[config.mk]
export PLATFORM = sky130hd
export DESIGN_NAME = id_stage
export DESIGN_NICKNAME = d
export VERILOG_FILES = /design/src/rtl/id_stage_pkg.sv /design/src/rtl/id_stage_regfile.sv /design/src/rtl/id_stage.sv
export SDC_FILE = /design/constraint.sdc
export NUM_CORES = 1
export LEC_CHECK = 0
export BUFFER_PORTS_ARGS = -buffer_cell sky130_fd_sc_hd__buf_4
export CAP_MARGIN = 5
export CORE_MARGIN = 4
export CORE_UTILIZATION = 55
export DETAILED_ROUTE_END_ITERATION = 8
export HOLD_SLACK_MARGIN = 0.03
export MAX_ROUTING_LAYER = met4
export PLACE_DENSITY = 0.81
export RECOVER_POWER = 100
export SYNTH_ARGS = -nofsm -noshare
export SYNTH_HDL_FRONTEND = slang
export SYNTH_SLANG_ARGS = --single-unit
[constraint.sdc]
create_clock -name clk -period 2.2 [get_ports clk]
set_input_delay 0.33 -clock clk [delete_from_list [all_inputs] [get_ports clk]]
set_output_delay 0.33 -clock clk [all_outputs]
set_load 0.005 [all_outputs]
[src/rtl/id_stage_pkg.sv]
// Shared decode definitions: opcode encoding and instruction field positions.
package id_stage_pkg;

   typedef enum logic [1:0] {
      OP_MOV = 2'b00,
      OP_ADD = 2'b01,
      OP_LDI = 2'b10,
      OP_JMP = 2'b11
   } opcode_t;

   // Instruction layout: op[7:6] rd[5:3] rs/imm[2:0]
   localparam int OP_MSB = 7;
   localparam int OP_LSB = 6;
   localparam int RD_MSB = 5;
   localparam int RD_LSB = 3;
   localparam int RS_MSB = 2;
   localparam int RS_LSB = 0;

endpackage

[src/rtl/id_stage_regfile.sv]
// Register file: NREG entries, one write port, two combinational read ports,
// synchronous active-low clear of every entry.
module id_stage_regfile #(
   parameter  int DATA_W = 8,
   parameter  int NREG   = 8,
   localparam int AW     = $clog2(NREG)
) (
   input  logic              clk,
   input  logic              rst,
   input  logic              i_we,
   input  logic [AW-1:0]     i_waddr,
   input  logic [DATA_W-1:0] i_wdata,
   input  logic [AW-1:0]     i_raddr_a,
   input  logic [AW-1:0]     i_raddr_b,
   output logic [DATA_W-1:0] o_rdata_a,
   output logic [DATA_W-1:0] o_rdata_b
);

   logic [DATA_W-1:0] r_mem [NREG];

   // Clear all entries on reset; otherwise perform the single write (r0 included)
   always_ff @(posedge clk) begin
      if (!rst) begin
         for (int i = 0; i < NREG; i++) begin
            r_mem[i] <= '0;
         end
      end else if (i_we) begin
         r_mem[i_waddr] <= i_wdata;
      end
   end

   assign o_rdata_a = r_mem[i_raddr_a];
   assign o_rdata_b = r_mem[i_raddr_b];

endmodule

[src/rtl/id_stage.sv]
// Decode stage: IF/ID register, operand forwarding (EX over WB over regfile)
// and the ID/EX pipeline register.
module id_stage
   import id_stage_pkg::*;
#(
   parameter  int DATA_W = 8,
   parameter  int NREG   = 8,
   localparam int AW     = $clog2(NREG)
) (
   input  logic              clk,
   input  logic              rst,
   input  logic [DATA_W-1:0] instruc_code,
   input  logic              ex_we,
   input  logic [AW-1:0]     ex_rd,
   input  logic [DATA_W-1:0] ex_result,
   input  logic              wb_we,
   input  logic [AW-1:0]     wb_rd,
   input  logic [DATA_W-1:0] wb_data,
   output logic [1:0]        idex_op,
   output logic [AW-1:0]     idex_rd,
   output logic [DATA_W-1:0] idex_a,
   output logic [DATA_W-1:0] idex_b,
   output logic              idex_we
);

   logic [DATA_W-1:0] r_ifid;
   logic              r_ifid_valid;
   opcode_t           r_idex_op;
   logic [AW-1:0]     r_idex_rd;
   logic [DATA_W-1:0] r_idex_a;
   logic [DATA_W-1:0] r_idex_b;
   logic              r_idex_we;

   opcode_t           w_op;
   logic [AW-1:0]     w_rd;
   logic [AW-1:0]     w_rs;
   logic [DATA_W-1:0] w_imm_ext;
   logic [DATA_W-1:0] w_rf_a;
   logic [DATA_W-1:0] w_rf_b;
   logic [DATA_W-1:0] w_val_a;
   logic [DATA_W-1:0] w_val_b;

   assign w_op      = opcode_t'(r_ifid[OP_MSB:OP_LSB]);
   assign w_rd      = r_ifid[RD_MSB:RD_LSB];
   assign w_rs      = r_ifid[RS_MSB:RS_LSB];
   assign w_imm_ext = {{(DATA_W-3){1'b0}}, r_ifid[RS_MSB:RS_LSB]};

   id_stage_regfile #(
      .DATA_W (DATA_W),
      .NREG   (NREG)
   ) u_regfile (
      .clk       (clk),
      .rst       (rst),
      .i_we      (wb_we),
      .i_waddr   (wb_rd),
      .i_wdata   (wb_data),
      .i_raddr_a (w_rd),
      .i_raddr_b (w_rs),
      .o_rdata_a (w_rf_a),
      .o_rdata_b (w_rf_b)
   );

   // IF/ID capture; the valid bit keeps the cleared word from looking like a real MOV r0,r0
   always_ff @(posedge clk) begin
      if (!rst) begin
         r_ifid       <= '0;
         r_ifid_valid <= 1'b0;
      end else begin
         r_ifid       <= instruc_code;
         r_ifid_valid <= 1'b1;
      end
   end

   // Operand A forwarding for rd: EX result wins over WB data, WB over regfile
   always_comb begin
      w_val_a = w_rf_a;
      if (wb_we && (wb_rd == w_rd)) w_val_a = wb_data;
      if (ex_we && (ex_rd == w_rd)) w_val_a = ex_result;
   end

   // Operand B forwarding for rs, resolved independently of A
   always_comb begin
      w_val_b = w_rf_b;
      if (wb_we && (wb_rd == w_rs)) w_val_b = wb_data;
      if (ex_we && (ex_rd == w_rs)) w_val_b = ex_result;
   end

   // ID/EX register; JMP and the post-reset invalid slot both leave as bubbles
   always_ff @(posedge clk) begin
      if (!rst) begin
         r_idex_op <= OP_MOV;
         r_idex_rd <= '0;
         r_idex_a  <= '0;
         r_idex_b  <= '0;
         r_idex_we <= 1'b0;
      end else begin
         r_idex_op <= r_ifid_valid ? w_op : OP_MOV;
         if (r_ifid_valid && (w_op != OP_JMP)) begin
            r_idex_rd <= w_rd;
            r_idex_a  <= w_val_a;
            r_idex_b  <= (w_op == OP_LDI) ? w_imm_ext : w_val_b;
            r_idex_we <= 1'b1;
         end else begin
            r_idex_rd <= '0;
            r_idex_a  <= '0;
            r_idex_b  <= '0;
            r_idex_we <= 1'b0;
         end
      end
   end

   assign idex_op = r_idex_op;
   assign idex_rd = r_idex_rd;
   assign idex_a  = r_idex_a;
   assign idex_b  = r_idex_b;
   assign idex_we = r_idex_we;

endmodule

## Word level (Yosys, flattened, before mapping)

Memory sizes are Yosys's and may differ from the RTL's. A register that Yosys moved wholly into a read port is not among the register bits.
Cells that the tools add are included.

- Bits in registers: 31
- Output and inout bits: 22
- Logic and storage cells: 42
- RAM bits: 64
- Memories: 1
- Input port bits: 34

Memory list:

| memory | words | width | rd ports | clocked after memory_dff | write ports | RTL line | RTL |
|---|---|---|---|---|---|---|---|
| u_regfile.r_mem | 8 | 8 | 2 | 2 | 8 | id_stage_regfile.sv:19 | `logic [DATA_W-1:0] r_mem [NREG];` |

- Muxes and demuxes: 16
- Bitwise gates (word level): 2
- Equal/unequal tests: 6
- Reductions and logical operators: 9

Operator list:

| cell | count |
|---|---|
| two-way mux 8 bit | 5 |
| equality test 3 bit | 4 |
| two-way mux 3 bit | 4 |
| OR reduction 8 bit | 1 |
| two-way mux 1 bit | 7 |
| logical AND 1 bit | 5 |
| AND reduction 2 bit | 2 |
| OR reduction 3 bit | 1 |
| equality test 2 bit, second input constant | 1 |
| inequality test 2 bit, second input constant | 1 |
| inverter 1 bit | 2 |

## Longest topological paths before layout

Gate-level depths: netlist of run 1.

- Depth in word-level cells: 5
- Depth in mapped cells: 7
- Gate-level depth less buffers: 5

## Modules after synthesis

A second synthesis of run 1 with hierarchy kept.

- Cell total of the unflattened synthesis: 350
- Area, all modules: 4,767.1 µm²

By module, submodules not included:

| module | area each (µm²) | instances | cells an instance | sequential area each (µm²) |
|---|---|---|---|---|
| id_stage_regfile | 3,523.4 | 1 | 223 | 1,921.8 |
| id_stage | 1,243.7 | 1 | 127 | 620.6 |

## Worst setup path before layout of run 1

Ideal clock, no wire load.

- Kind: input-to-reg
- Start: input port wb_rd[1]
- End: memory u_regfile.r_mem[5][0] (enable)
- Path buffers: 1
- Slack: 0.472 ns
- Arrival: 1.344 ns
- Setup time: 0.384 ns
- Required time: 1.816 ns
- Stages: 3
- Cell sequence: buf_6 > or2b_1 > o21ai_0

RTL lines:

| item | RTL line | RTL |
|---|---|---|
| start, declared | id_stage.sv:17 | `input logic [AW-1:0] wb_rd,` |
| end, declared | id_stage_regfile.sv:19 |  |

## Worst setup path after layout of run 1

- Start: register r_ifid[0]
- End: register r_idex_b[7], in the netlist idex_b[7]

- Longest elaborated chain between the ends: 4
- Elaborated cells between the ends (all ways): 6
- Classes of those cells: eq/ne (2); mux (2); reduce/logical (2)

RTL lines:

| item | RTL line | RTL |
|---|---|---|
| start, declared | id_stage.sv:26 | `logic [DATA_W-1:0] r_ifid;` |
| start signal, assigned | id_stage.sv:69 | `r_ifid <= instruc_code;` |
| equality test 3 bit | id_stage.sv:84 | `if (wb_we && (wb_rd == w_rs)) w_val_b = wb_data;` |
| logical AND 1 bit | id_stage.sv:84 |  |
| two-way mux 8 bit | id_stage.sv:84 |  |
| two-way mux 8 bit * | id_stage.sv:85 | `if (ex_we && (ex_rd == w_rs)) w_val_b = ex_result;` |
| end signal, assigned | id_stage.sv:101 | `r_idex_b <= (w_op == OP_LDI) ? w_imm_ext : w_val_b;` |
| end, declared | id_stage.sv:31 | `logic [DATA_W-1:0] r_idex_b;` |

Mark *: on every way between the ends. The rest lies on a longest branch, timed or not.
A chain may end at the register's enable or synchronous reset.

==> results.sh, run 1 <==
export IMPL_outcome="complete, no violations"
export IMPL_setup_ws_ps=256
export IMPL_end_kind="flop"
export IMPL_ys_types=44
export IMPL_max_cap_viol_count=0
export IMPL_viasPerCell=6.01
export IMPL_period_minus_slack_ps=1940
export IMPL_hold_buffers=0
export IMPL_core_region_area_um2=8380
export IMPL_cts_root_buffer="clkbuf_8"
export IMPL_nets=477
export IMPL_route_met2_wl_um=5610
export IMPL_port_buffer_count=55
export IMPL_m1WireLength_um=4950
export IMPL_drtIter0Drc=272
export IMPL_crit_path_start_kind="flop"
export IMPL_yosysSeqAreaShare_pct=52.6
export IMPL_syn_inst=376
export IMPL_ant_nets=0
export IMPL_synth_top_area_share_pct=39.8
export IMPL_first_pass_iters=5
export IMPL_arrival_ps=2190
export IMPL_finalSetupViolCount=0
export IMPL_grt_pass1_wl_um=18300
export IMPL_multiInputGateArea_um2=2070
export IMPL_worstSetupPathType="flop to flop"
export IMPL_gr_total_overflow=0
export IMPL_path_clk_slew_ps=90
export IMPL_cts_made_buffers=9
export IMPL_htree_levels=3
export IMPL_cts_resized=0
export IMPL_min_period_over_period_pct=88.4
export IMPL_ys_ff_latch=95
export IMPL_worst_hold_path_type="input pin to flop"
export IMPL_start_util_pct=57.6
export IMPL_syn_num_nets=410
export IMPL_yosys_area_top_type="edfxtp_1"
export IMPL_grt_start_max_net_pins=24
export IMPL_worst_pin_slew_ps=638
export IMPL_nFillCells=649
export IMPL_final_util_pct=65.7
export IMPL_netlist_top_cells_area="edfxtp_1, dfxtp_1, and2_1, mux4_1, mux2i_1"
export IMPL_regArea_um2=2540
export IMPL_ys_warnings_count=0
export IMPL_syn_avg_cell_area_um2=12.8
export IMPL_met3_length_um=795
export IMPL_drive_above_1_share_pct=21.2
export IMPL_area_delta_synth_final_pct=13.9
export IMPL_worstPathRequired_ps=2440
export IMPL_wl_um=11800
export IMPL_top_layer_used="met4"
export IMPL_finalWeightedCongestion=1.05
export IMPL_skew_ps=7.68
export IMPL_num_rows=33
export IMPL_rsz0062_at_grt="false"
export IMPL_ios=56
export IMPL_pre_cts_slack_ps=380
export IMPL_timing_fmax_mhz=514
export IMPL_synthesis_area_um2=4830
export IMPL_critPathMaxFanout=10
export IMPL_hold_violations=0
export IMPL_power_density_nw_per_um2=675
export IMPL_clkSinkCount=95
export IMPL_via_count=3325
export IMPL_tritoncts="built"
export IMPL_fin_tns_setup_ps=0
export IMPL_die_x_um=102
export IMPL_grt_pass1_vias=3321
export IMPL_diodes=0
export IMPL_antenna_found_initial=0
export IMPL_cts_path_max_buffers=2
export IMPL_ir_worst_vdd_v=0.000374
export IMPL_slew_headroom_pct=57.2
export IMPL_hpwl_um=8990
export IMPL_routedWlPerCell_um=21.3
export IMPL_clkLatencyLatePin_ps=360
export IMPL_grt_total_usage_pct=25.0
export IMPL_p_leak_nw=2.03
export IMPL_drcViolationCount=0
export IMPL_drv_slew=0
export IMPL_post_cts_setup_buffers=0
export IMPL_die_area_um2=10300
export IMPL_die_h_um=102
placed cells by master, fill, tap and decap left out, types with 10 or more instances in the layout:
cell	n
a21oi_1	17
and2_0	42
and2_1	33
buf_4	42
clkbuf_1	12
clkbuf_4	20
dfxtp_1	31
edfxtp_1	64
inv_1	10
mux2i_1	29
mux4_1	12
nand2_1	10
nor2_1	15
o21ai_0	12
o221ai_1	10
final timing paths:
check | start | slack, ps | cells past startpoint | endpoint
hold reg to reg | r_ifid_valid$_DFF_P_ | 540 | 2 | idex_b[2]$_SDFF_PN0_
setup reg to reg | r_ifid[0]$_SDFF_PN0_ | 260 | 4 | idex_b[7]$_SDFF_PP0_
setup / recovery | r_ifid[0]$_SDFF_PN0_ | 260 | 4 | idex_b[7]$_SDFF_PP0_
hold / removal | instruc_code[0] | 170 | 2 | r_ifid[0]$_SDFF_PN0_
worst max-delay path, stage by stage (launching register included):
cell      delay (ps)
dfxtp_1          650
clkbuf_1         270
mux4_1           630
a21oi_1          170
o21ai_0          100
synthesized netlist by cell type, drive strengths merged:
cell type   n
o22ai       1
mux2i      29
nand4       3
o21ai      14
buf        15
o31ai       2
or2b        2
xor2        2
and3        2
inv        10
edfxtp     64
dfxtp      31
mux2        1
and2       75
nand2b      6
nor2b       1
nor3        3
nand3b      1
o22a        2
xnor2      10
o311ai      1
o221ai     11
a221oi      1
o211ai      7
clkinv      1
o32ai       7
nand3      10
clkbuf      3
nor2       15
nand2      10
a21oi      18
mux4       18
power breakdown:
group          switching [mW]  internal (mW)
Combinational           0.266          0.241
Sequential             0.0762           2.01
Clock                   0.595          0.527
Total                   0.937           2.78
logic make-up (layout without fill, tap and decap cells):
kind of cell,after synthesis,in the layout,share of synthesized area [%]
flops,95,95,52.6
simple gates,128,128,15.4
compound gates,64,64,9.56
xor+xnor,12,12,2.49
mux,48,48,15.6
buf+inv,29,101,4.38
per-stage QoR:
stage	hold slack [ps]	instance area, µm²	instances	power (mW)
floorplan	358	4830	376	2.42
global placement	484	5360	537	2.63
detailed placement	515	5360	537	2.64
CTS	163	5550	553	3.73
global route	175	5500	553	3.85
finish	170	5500	553	3.72
layout make-up:
class / instances / area share, %
repair buffers: 74 / 9.57
multi-input cells: 252 / 37.7
clock inverters: 5 / 1.05
flip-flops and latches: 95 / 46.2
inverters: 11 / 0.750
well taps: 105 / 2.39
clock buffers: 11 / 2.39
registers in the layout, summed over array words and instances, names as in the netlist:
register,count
idex_a,8
idex_b,8
r_ifid_valid,1
u_regfile.r_mem,64
idex_rd,3
idex_we,1
idex_op,2
r_ifid,8
metal layers:
layer | vias to the layer above | GRT usage [%]
met1 | 1610 | 32.2
li1 | 1539 | -
met3 | 31 | 4.06
met2 | 145 | 39.3
met5 | - | -
met4 | 0 | 10.9
Power figures use the tool's default switching activity.
==> inputs of run 2 (changes only) <==
--- a/config.mk
+++ b/config.mk
@@ -13,7 +13,6 @@
 export HOLD_SLACK_MARGIN = 0.03
 export MAX_ROUTING_LAYER = met4
 export PLACE_DENSITY = 0.81
-export RECOVER_POWER = 100
 export SYNTH_ARGS = -nofsm -noshare
 export SYNTH_HDL_FRONTEND = slang
 export SYNTH_SLANG_ARGS = --single-unit
==> results.sh, run 2 (synthesized netlist as in run 1, its figures left out) <==
export IMPL_outcome="complete, no violations"
export IMPL_use_met1_pct=32.2
export IMPL_via_count=3366
export IMPL_drive_above_1_share_pct=23.9
export IMPL_cts_resized=0
export IMPL_met2_usage_pct=39.3
export IMPL_rr_startpoint="r_ifid[0]$_SDFF_PN0_"
export IMPL_min_path_cells=2
export IMPL_critPathMaxFanout=10
export IMPL_grt_pass1_vias=3321
export IMPL_layout_common_cells="and2_1, buf_4, edfxtp_1"
export IMPL_hold_path_startpoint="instruc_code[0]"
export IMPL_num_rows=33
export IMPL_htree_levels=3
export IMPL_fin_tns_setup_ps=0
export IMPL_path_clk_slew_ps=90
export IMPL_worstPathRequired_ps=2450
export IMPL_crit_path_start_kind="flop"
export IMPL_ios=56
export IMPL_finalWeightedCongestion=1.05
export IMPL_diodes=0
export IMPL_antenna_found_initial=0
export IMPL_viasPerCell=6.09
export IMPL_start_util_pct=57.6
export IMPL_grt_most_used_layer="met2"
export IMPL_power_density_nw_per_um2=671
export IMPL_end_kind="flop"
export IMPL_ant_nets=0
export IMPL_hpwl_um=8990
export IMPL_hold_path_end="r_ifid[0]$_SDFF_PN0_"
export IMPL_r2r_slack_ps=330
export IMPL_wl_um=11800
export IMPL_period_minus_slack_ps=1870
export IMPL_grt_total_usage_pct=25.0
export IMPL_cts_made_buffers=9
export IMPL_nets=477
export IMPL_die_area_um2=10300
export IMPL_min_period_over_period_pct=85.0
export IMPL_core_region_area_um2=8380
export IMPL_grt_start_max_net_pins=24
export IMPL_arrival_ps=2120
export IMPL_max_cap_viol_count=0
export IMPL_post_cts_setup_buffers=0
export IMPL_p_leak_nw=2.12
export IMPL_place_area_um2=5360
export IMPL_final_common_cell="and2_1"
export IMPL_clkLatencyLatePin_ps=360
export IMPL_cp_num_buf_inv=1
export IMPL_drcViolationCount=0
export IMPL_worst_hold_path_type="input pin to flop"
export IMPL_worstSetupPathType="flop to flop"
export IMPL_regMostFlops="u_regfile.r_mem"
export IMPL_drtIter0Drc=246
export IMPL_timing_fmax_mhz=535
export IMPL_finalSetupViolCount=0
export IMPL_port_buffer_count=55
export IMPL_clkSinkCount=95
export IMPL_worst_pin_slew_ps=643
export IMPL_gr_total_overflow=0
export IMPL_die_x_um=102
export IMPL_first_pass_iters=5
export IMPL_slew_headroom_pct=56.9
export IMPL_tritoncts="built"
export IMPL_gr_usage_met3_pct=4.06
export IMPL_hold_violations=0
export IMPL_rsz0062_at_grt="false"
export IMPL_grt_pass1_wl_um=18300
export IMPL_cp_depth=4
export IMPL_crit_slowest_cell="dfxtp_1"
export IMPL_die_h_um=102
export IMPL_cts_root_buffer="clkbuf_8"
export IMPL_routedWlPerCell_um=21.3
export IMPL_reg2reg_to="idex_b[3]$_SDFF_PP0_"
export IMPL_ir_worst_vdd_v=0.000374
export IMPL_largest_register_ffs=64
export IMPL_critical_path_top_delay_family="flip-flops"
export IMPL_area_delta_synth_final_pct=14.9
export IMPL_cts_path_max_buffers=2
export IMPL_reg2reg_depth=4
export IMPL_final_util_pct=66.2
export IMPL_hold_buffers=0
export IMPL_worstPathCellList="buf_4 > mux4_1 > a21oi_1 > o21ai_1"
export IMPL_skew_ps=8.71
export IMPL_max_stage_delay_ps=650
export IMPL_fin_area_um2=5550
export IMPL_drv_slew=0
## run 2: cell count changes in the layout (fill, tap and decap cells not counted), sizes merged
cell,change
buf,+30
clkbuf,-30
## run 2: worst max-delay path by stage
| stage | slack (ps) | start | end |
|---|---|---|---|
| 2_1_floorplan | 470 | wb_rd[1] | u_regfile.r_mem[5][0]$_SDFFCE_PN0P_ |
| 3_3_place_gp | 370 | r_ifid[0]$_SDFF_PN0_ | idex_b[3]$_SDFF_PP0_ |
| 3_5_place_dp | 380 | r_ifid[0]$_SDFF_PN0_ | idex_b[3]$_SDFF_PP0_ |
| 4_1_cts | 360 | r_ifid[0]$_SDFF_PN0_ | idex_b[3]$_SDFF_PP0_ |
| 5_1_grt | 220 | r_ifid[0]$_SDFF_PN0_ | idex_b[3]$_SDFF_PP0_ |
| 6_report | 330 | r_ifid[0]$_SDFF_PN0_ | idex_b[3]$_SDFF_PP0_ |
## run 2: area by class of cell
cell class	count	area [µm²]
Clock buffer	11	131
Clock inverter	5	57.6
Fill cell	644	2830
Inverter	11	41.3
Multi-Input combinational cell	252	2080
Sequential cell	95	2540
Tap cell	105	131
Timing Repair Buffer	74	568
## run 2: per-layer routing
layer  vias to the layer above  share of wire [%]
met4                         0                3.6
met5                         -                  0
li1                       1540                  -
met3                        42                7.8
met1                      1610                 41
met2                       174                 48
## run 2: where the power goes
group / total (mW) / switching, mW / internal (mW)
combinational: 0.519 / 0.266 / 0.253
sequential: 2.09 / 0.0769 / 2.01
clock: 1.12 / 0.591 / 0.527
total: 3.73 / 0.934 / 2.79
## run 2: metrics by stage
step	power [mW]	hold slack (ps)	cells	setup slack, ps
after floorplan	2.42	358	376	472
after global placement	2.63	484	537	369
after detailed placement	2.64	515	537	380
after CTS	3.73	163	553	360
after global routing	3.86	175	553	221
final	3.73	171	553	331
